## config.mk

```make
export PLATFORM = sky130hd
export DESIGN_NAME = m65c02_int_rqst_ctrl
export DESIGN_NICKNAME = d
export VERILOG_FILES = /design/src/rtl/m65c02_int_rqst_ctrl.sv
export SDC_FILE = /design/constraint.sdc
export NUM_CORES = 1
export LEC_CHECK = 0
export BUFFER_PORTS_ARGS = -buffer_cell sky130_fd_sc_hd__clkbuf_2
export CELL_PAD_IN_SITES_DETAIL_PLACEMENT = 1
export CELL_PAD_IN_SITES_GLOBAL_PLACEMENT = 2
export CORE_MARGIN = 1.5
export CORE_UTILIZATION = 30
export DETAILED_ROUTE_END_ITERATION = 8
export GPL_TIMING_DRIVEN = 0
export PLACE_DENSITY = 0.8
export SLEW_MARGIN = 20
export SYNTH_ARGS = -nofsm -noshare
export SYNTH_HDL_FRONTEND = slang
export SYNTH_SLANG_ARGS = --single-unit
export TNS_END_PERCENT = 5
```

## constraint.sdc

```tcl
create_clock -name Clk -period 1.55 [get_ports Clk]
set_clock_uncertainty 0.2 [all_clocks]
set_input_delay 0 -clock Clk [delete_from_list [all_inputs] [get_ports Clk]]
set_output_delay 0 -clock Clk [all_outputs]
set_load 0.03 [all_outputs]
```

## src/rtl/m65c02_int_rqst_ctrl.sv

```systemverilog
// Interrupt request controller for the M65C02 core: synchronizes eight
// peripheral sources, latches level/edge pendings, and masks them into RQST.
module m65c02_int_rqst_ctrl #(
    parameter logic [15:0] pVec_Base = 16'hFFE0
) (
    input  logic        Clk,
    input  logic        Rst,
    input  logic        Rdy,
    input  logic [7:0]  IRQ_In,
    input  logic        Sel,
    input  logic        WE,
    input  logic [1:0]  RA,
    input  logic [7:0]  DI,
    output logic [7:0]  DO,
    input  logic        VP,
    input  logic [15:0] AO,
    output logic [7:0]  RQST
);

    localparam int unsigned NCH = 8;

    localparam logic [1:0] RA_ENA  = 2'd0;
    localparam logic [1:0] RA_MODE = 2'd1;
    localparam logic [1:0] RA_PND  = 2'd2;
    localparam logic [1:0] RA_STAT = 2'd3;

    logic [NCH-1:0] s1_q, s2_q, s3_q;
    logic [NCH-1:0] ena_q, ena_d;
    logic [NCH-1:0] mode_q, mode_d;
    logic [NCH-1:0] pnd_q, pnd_d;
    logic           rvp_q, rvp_d;

    logic           wr_en;
    logic           ack;
    logic           vec_hit;
    logic [NCH-1:0] edge_det;
    logic [NCH-1:0] ack_clr;
    logic [NCH-1:0] pnd_set;
    logic [NCH-1:0] pnd_clr;

    // Synchronizer and delay stage run every cycle so no edge is lost while Rdy=0
    always_ff @(posedge Clk or posedge Rst) begin
        if (Rst) begin
            s1_q <= '0;
            s2_q <= '0;
            s3_q <= '0;
        end else begin
            s1_q <= IRQ_In;
            s2_q <= s1_q;
            s3_q <= s2_q;
        end
    end

    always_ff @(posedge Clk or posedge Rst) begin
        if (Rst) begin
            ena_q  <= '0;
            mode_q <= '0;
            pnd_q  <= '0;
            rvp_q  <= 1'b0;
        end else begin
            ena_q  <= ena_d;
            mode_q <= mode_d;
            pnd_q  <= pnd_d;
            rvp_q  <= rvp_d;
        end
    end

    // Acknowledge decode: one event per vector pull, only for RQST0..7 vectors
    always_comb begin
        ack_clr  = '0;
        ack      = Rdy & VP & ~rvp_q;
        vec_hit  = (AO[15:4] == pVec_Base[15:4]) && !AO[0];
        edge_det = s2_q & ~s3_q;
        wr_en    = Sel & WE & Rdy;
        if (ack && vec_hit) begin
            ack_clr[AO[3:1]] = 1'b1;
        end
    end

    always_comb begin
        ena_d   = ena_q;
        mode_d  = mode_q;
        rvp_d   = rvp_q;
        pnd_set = edge_det;
        pnd_clr = ack_clr;

        if (Rdy) begin
            rvp_d = VP;
        end

        if (wr_en) begin
            case (RA)
                RA_ENA:  ena_d   = DI;
                RA_MODE: mode_d  = DI;
                RA_PND:  pnd_clr = pnd_clr | DI;
                RA_STAT: pnd_set = pnd_set | DI;
                default: ;
            endcase
        end

        // Edge channels: set wins over clear; level channels track s2 directly
        for (int unsigned n = 0; n < NCH; n++) begin
            if (mode_q[n]) begin
                pnd_d[n] = pnd_set[n] | (pnd_q[n] & ~pnd_clr[n]);
            end else begin
                pnd_d[n] = s2_q[n];
            end
        end
    end

    always_comb begin
        DO = 8'h00;
        if (Sel) begin
            case (RA)
                RA_ENA:  DO = ena_q;
                RA_MODE: DO = mode_q;
                RA_PND:  DO = pnd_q;
                RA_STAT: DO = pnd_q & ena_q;
                default: DO = 8'h00;
            endcase
        end
    end

    assign RQST = pnd_q & ena_q;

endmodule
```

Word-level counts from Yosys, hierarchy flattened
Cells that the tools add are included.

word-level totals
  register bits after elaboration = 49
  input bits = 40
  output and inout bits = 16
  word-level logic and storage cells = 71

operators by class
  magnitude comparators = 2
  equal/unequal tests = 4
  mux-type cells = 17
  bitwise gates (word level) = 34
  reductions and logical operators = 7

operator list
  operator              number
  $mux 8                6
  $pmux 8 s4            1
  $and 8x8->8           2
  $or 8x8->8            2
  $and 1x1->1           12
  $eq 12x12->1 const B  1
  $mux 1                9
  $not 1->1             9
  $not 8->8             1
  $or 1x1->1            8
  $eq 2x2->1 const B    2
  $lt 3x4->1 const B    1
  $reduce_and 2->1      2
  $demux 1 s3           1
  $ge 3x1->1 const B    1
  $logic_and 1x1->1     3
  $eq 2x1->1 const B    1
  $logic_not 2->1       1
  $logic_not 1->1       1

Logic depth before layout (Yosys ltp)
  word-level depth = 12
  mapped depth = 5

Worst setup path before layout
OpenSTA, ideal clock, no wires.

  path type = register to register
  start point = register rvp_q
  end point = register pnd_q[4]
  library setup time = 0.121 ns
  data arrival time = 1.276 ns
  required time = 1.229 ns
  setup slack = -0.047 ns
  cell stages (with the launch flop) = 5
  path buffers = 0
  clock period less this slack = 1.597 ns
  cell sequence = dfrtp_1 nand4b_2 nor4_4 a41oi_1 o22a_1

on the way
  longest elaborated chain between the ends = 11

RTL lines
  what                    line  source
  from (decl)             31    logic rvp_q, rvp_d;
  from (signal assigned)  64    rvp_q <= rvp_d;
  $not 1->1 (*)           71    ack = Rdy & VP & ~rvp_q;
  $and 1x1->1 (*)         71
  $logic_and 1x1->1 (*)   75    if (ack && vec_hit) begin
  $mux 8 (*)              75
  $or 8x8->8              95    RA_PND: pnd_clr = pnd_clr | DI;
  $mux 8                  92    case (RA)
  $mux 8 (*)              91    if (wr_en) begin
  $not 1->1 (*)           104   pnd_d[n] = pnd_set[n] | (pnd_q[n] & ~pnd_clr[n]);
  $and 1x1->1 (*)         104
  $or 1x1->1 (*)          104
  $mux 1 (*)              103   if (mode_q[n]) begin
  via pnd_d[4]            30    logic [NCH-1:0] pnd_q, pnd_d;
  to (signal assigned)    63    pnd_q <= pnd_d;
  to (decl)               30

The timed path passes the listed nets; every way through them passes the cells marked *.
A chain may end at the register's enable or synchronous reset.

Worst setup path after layout
  start point = register ena_q[7]
  end point = output port DO[7]

on the way
  longest elaborated chain between the ends = 3

RTL lines
  what                    line  source
  from (decl)             28    logic [NCH-1:0] ena_q, ena_d;
  from (signal assigned)  61    ena_q <= ena_d;
  $and 8x8->8             118   RA_STAT: DO = pnd_q & ena_q;
  $pmux 8 s4 (*)          114   case (RA)
  $mux 8 (*)              113   if (Sel) begin
  to (decl)               14    output logic [7:0] DO,

Mark *: on every way between the ends. The rest lies on a longest branch, timed or not.

==> qor.csv <==
stage,metric,value,unit
drt,ant_nets,0,
cts,htree_levels,2,
sta,hold_violations,0,
cts,root_buffer,clkbuf_8,
cts,clockBufferDepth,2,
grt,grt_overflow,0,
synthesis,ys_ff_latch,49,
synthesis,yosysSeqAreaShare,58.4,%
drt,drt-pass1-iter-count,4,
synthesis,syn_avg_cell_area,11.7,um^2
sta,fmax,667,MHz
worst_setup_path,required,1.35,ns
floorplanning,chipHeight,86.6,um
placement,placed_area,0.00251,mm^2
sta,worst_pin_slew,0.519,ns
drt,wirelength,5520,um
layout,nNetsFinal,305,
worst_hold_path,hold_path_class,in2async,
floorplanning,core_area,0.00679,mm^2
sta,fin_crit,1.50,ns
sta,rsz0062_at_grt,yes,
worst_setup_path,path_max_fanout,4,
layout,num_antenna_cells,0,
worst_setup_path,start_kind,flip-flop,
layout,multi_input_area,852,um^2
drt,drt-vias-per-instance,4.72,
worst_setup_path,crit_arrival,1.30,ns
sta,post-route-period-util,96.7,%
synthesis,syn_nets,220,
synthesis,ys_types,28,
sta,setup_viol,0,
placement,io_buffers,54,
floorplanning,row_count,30,
floorplanning,io_pins,56,
grt,antenna_found_initial,0,
sta,final.setup.tns,0,ns
synthesis,netlist_area,0.00210,mm^2
grt,grt_pass1_vias,1788,
cts,clock_latency,0.29,ns
worst_setup_path,crit_family,flip-flops,
grt,met2_usage,28.2,%
placement,dp_hpwl,3900,um
layout,syn_to_final_growth,37.3,%
power,design_power_total,3.22,mW
layout,instances_no_fill,361,
grt,grt_max_degree,33,
power,leakage,1.36,nW
sta,max-slew-margin-rel,65.2,%
grt,use_met1,18.5,%
grt,use_met3,3.71,%
sta,drv_slew,0,
placement,gp_congestion,0.759,
placement,dpl.cell_count,331,
synthesis,synth_area_leader_cell,dfrtp_1,
layout,regArea,0.00123,mm^2
job,max-cap-violations,0,
drt,drcViolationCount,0,
drt,first_iter_violations,76,
power,powerDensity,1120,mW/mm^2
worst_setup_path,endpoint_kind,output pin,
synthesis,synth_area_leaders,"dfrtp_1 (58%), mux2_2 (9.1%), nor2_1 (3.8%), o21ai_0 (3.6%), o221ai_1 (2.9%)",
grt,grt_usage,15.6,%
cts,numCtsBuffers,5,
power,irDropWorstVdd,404,uV
layout,drive_gt1_share,35.1,%
grt,busiest_layer,met2,
worst_setup_path,crit_slowest_cell,dfrtp_1,
layout,fill_cells,767,
layout,fin_area,0.00288,mm^2
sta,whs,0.0105,ns
synthesis,yosysWarnings,0,
worst_setup_path,crit_buf_inv,1,
synthesis,synth_top_area_share,58.4,%
worst_setup_path,crit_type,reg2out,
cts,cts.clk_slew.worst_paths,0.09,ns
drt,routedWlPerCell,15.3,um
grt,grt_pass1_wl,8870,um
cts,cts_tree,built,
worst_setup_path,crit_path_cell_trace,"o211ai_1, o21ai_0, and2_1, buf_2",
floorplanning,die_w,86.6,um
floorplanning,dieArea,0.00750,mm^2
worst_setup_path,crit_path_max_incr_delay,0.41,ns
synthesis,post_synth_inst_count,180,
floorplanning,start_util,30.9,%
cts,cts_num_sinks,49,
run_status,outcome,finished clean,
drt,vias,1704,
==> layer usage <==
metal | vias to the layer above | wire length (um)
met4 | 0 | 55
met1 | 833 | 2440
met3 | 6 | 265
li1 | 818 | -
met5 | - | 0
met2 | 47 | 2760
==> worst min-delay path, stage by stage <==
cell and delay (ns):
dlygate4sd3_1 0.53, clkbuf_2 0.11, inv_2 0.30
==> cell families (layout without fill, tap and decap cells) <==
kind of cell	count (synthesis)	after routing	share of synthesized area, %
AOI/OAI and AO/OA	47	47	14.9
xor gates and xnor gates	1	1	0.417
buffers and inverters	14	99	2.62
DFF	49	49	58.4
muxes	18	18	9.60
and+or+nand+nor	51	51	14.0
==> cells in the mapped netlist <==
library cell	number
a21oi_1	12
and2_1	9
a41o_1	5
o311ai_0	2
a31o_2	1
nor3_2	1
o21ai_0	15
buf_2	2
nand2_1	9
inv_2	1
nor2_1	21
xor2_1	1
a31oi_1	1
o221ai_1	7
nand4b_1	2
nand4b_2	2
o211ai_1	1
mux2_2	17
nand3_1	1
inv_1	11
a41oi_1	1
mux2i_1	1
nand4_1	1
nor2_4	2
dfrtp_1	49
nor4_4	1
o22a_1	2
nand2b_1	2
==> registers in the layout, summed over array words and instances, names as in the netlist <==
name,cells
pnd_q,8
mode_q,8
s2_q,8
ena_q,8
rvp_q,1
s1_q,8
s3_q,8
==> through the flow <==
stage	util, %	worst slack [ns]
2_1_floorplan	-	0.0722
5_1_grt	42.4	-0.0263
3_5_place_dp	36.9	-0.262
6_report	42.4	0.0507
3_3_place_gp	36.6	-0.523
4_1_cts	42.4	0.0143
==> layout make-up <==
type / instances / share of cell area (%)
Buffer: 2 / 0.347
Clock buffer: 5 / 2.39
Clock inverter: 2 / 1.22
Inverter: 12 / 1.56
Multi-Input combinational cell: 117 / 29.6
Sequential cell: 49 / 42.6
Tap cell: 96 / 4.17
Timing Repair Buffer: 78 / 18.2
==> power by group <==
group          total (mW)  leakage, nW  internal [mW]  switching (mW)
combinational       0.766        0.730          0.345           0.421
sequential           1.59        0.576           1.45           0.133
clock               0.872       0.0540          0.469           0.403
==> cell usage in the layout, fill, tap and decap left out, types with 2 or more instances in the layout <==
cell            n
inv_2           2
clkbuf_2       53
dlygate4sd3_1  21
and2_1          9
o22a_1          2
nor2_4          2
nand4b_1        2
nand2b_1        2
a21oi_1        12
buf_2           3
mux2_2         17
o221ai_1        7
inv_1          10
o21ai_0        15
clkbuf_8        5
a41o_1          5
o311ai_0        2
nor2_1         21
dfrtp_1        49
nand2_1         9
==> worst paths after layout <==
path                                             end  slack [ns]  cells after the start                 start
worst min register to register     s2_q[3]$_DFF_PP0_        0.15                      0     s1_q[3]$_DFF_PP0_
min in group Clk                ena_q[5]$_DFFE_PP0P_        0.01                      3                 RA[1]
max in group asynchronous          s3_q[2]$_DFF_PP0_        0.63                      4                   Rst
worst max register to register    pnd_q[4]$_DFF_PP0_        0.07                      5     rvp_q$_DFFE_PP0P_
worst min-delay path               s1_q[7]$_DFF_PP0_        0.01                      3                   Rst
worst max-delay path                           DO[7]        0.05                      4  ena_q[7]$_DFFE_PP0P_
==> timing repair <==
| item | CTS | global route |
|---|---|---|
| gates resized for setup | 5 | 2 |
| setup endpoints to repair | 15 | 10 |
| hold buffers | 22 | 0 |
| hold endpoints to repair | 81 | 0 |
| pin swaps | 2 | 1 |
| buffers inserted | 1 | 0 |
No activity file was read; power rests on OpenSTA's default activity.
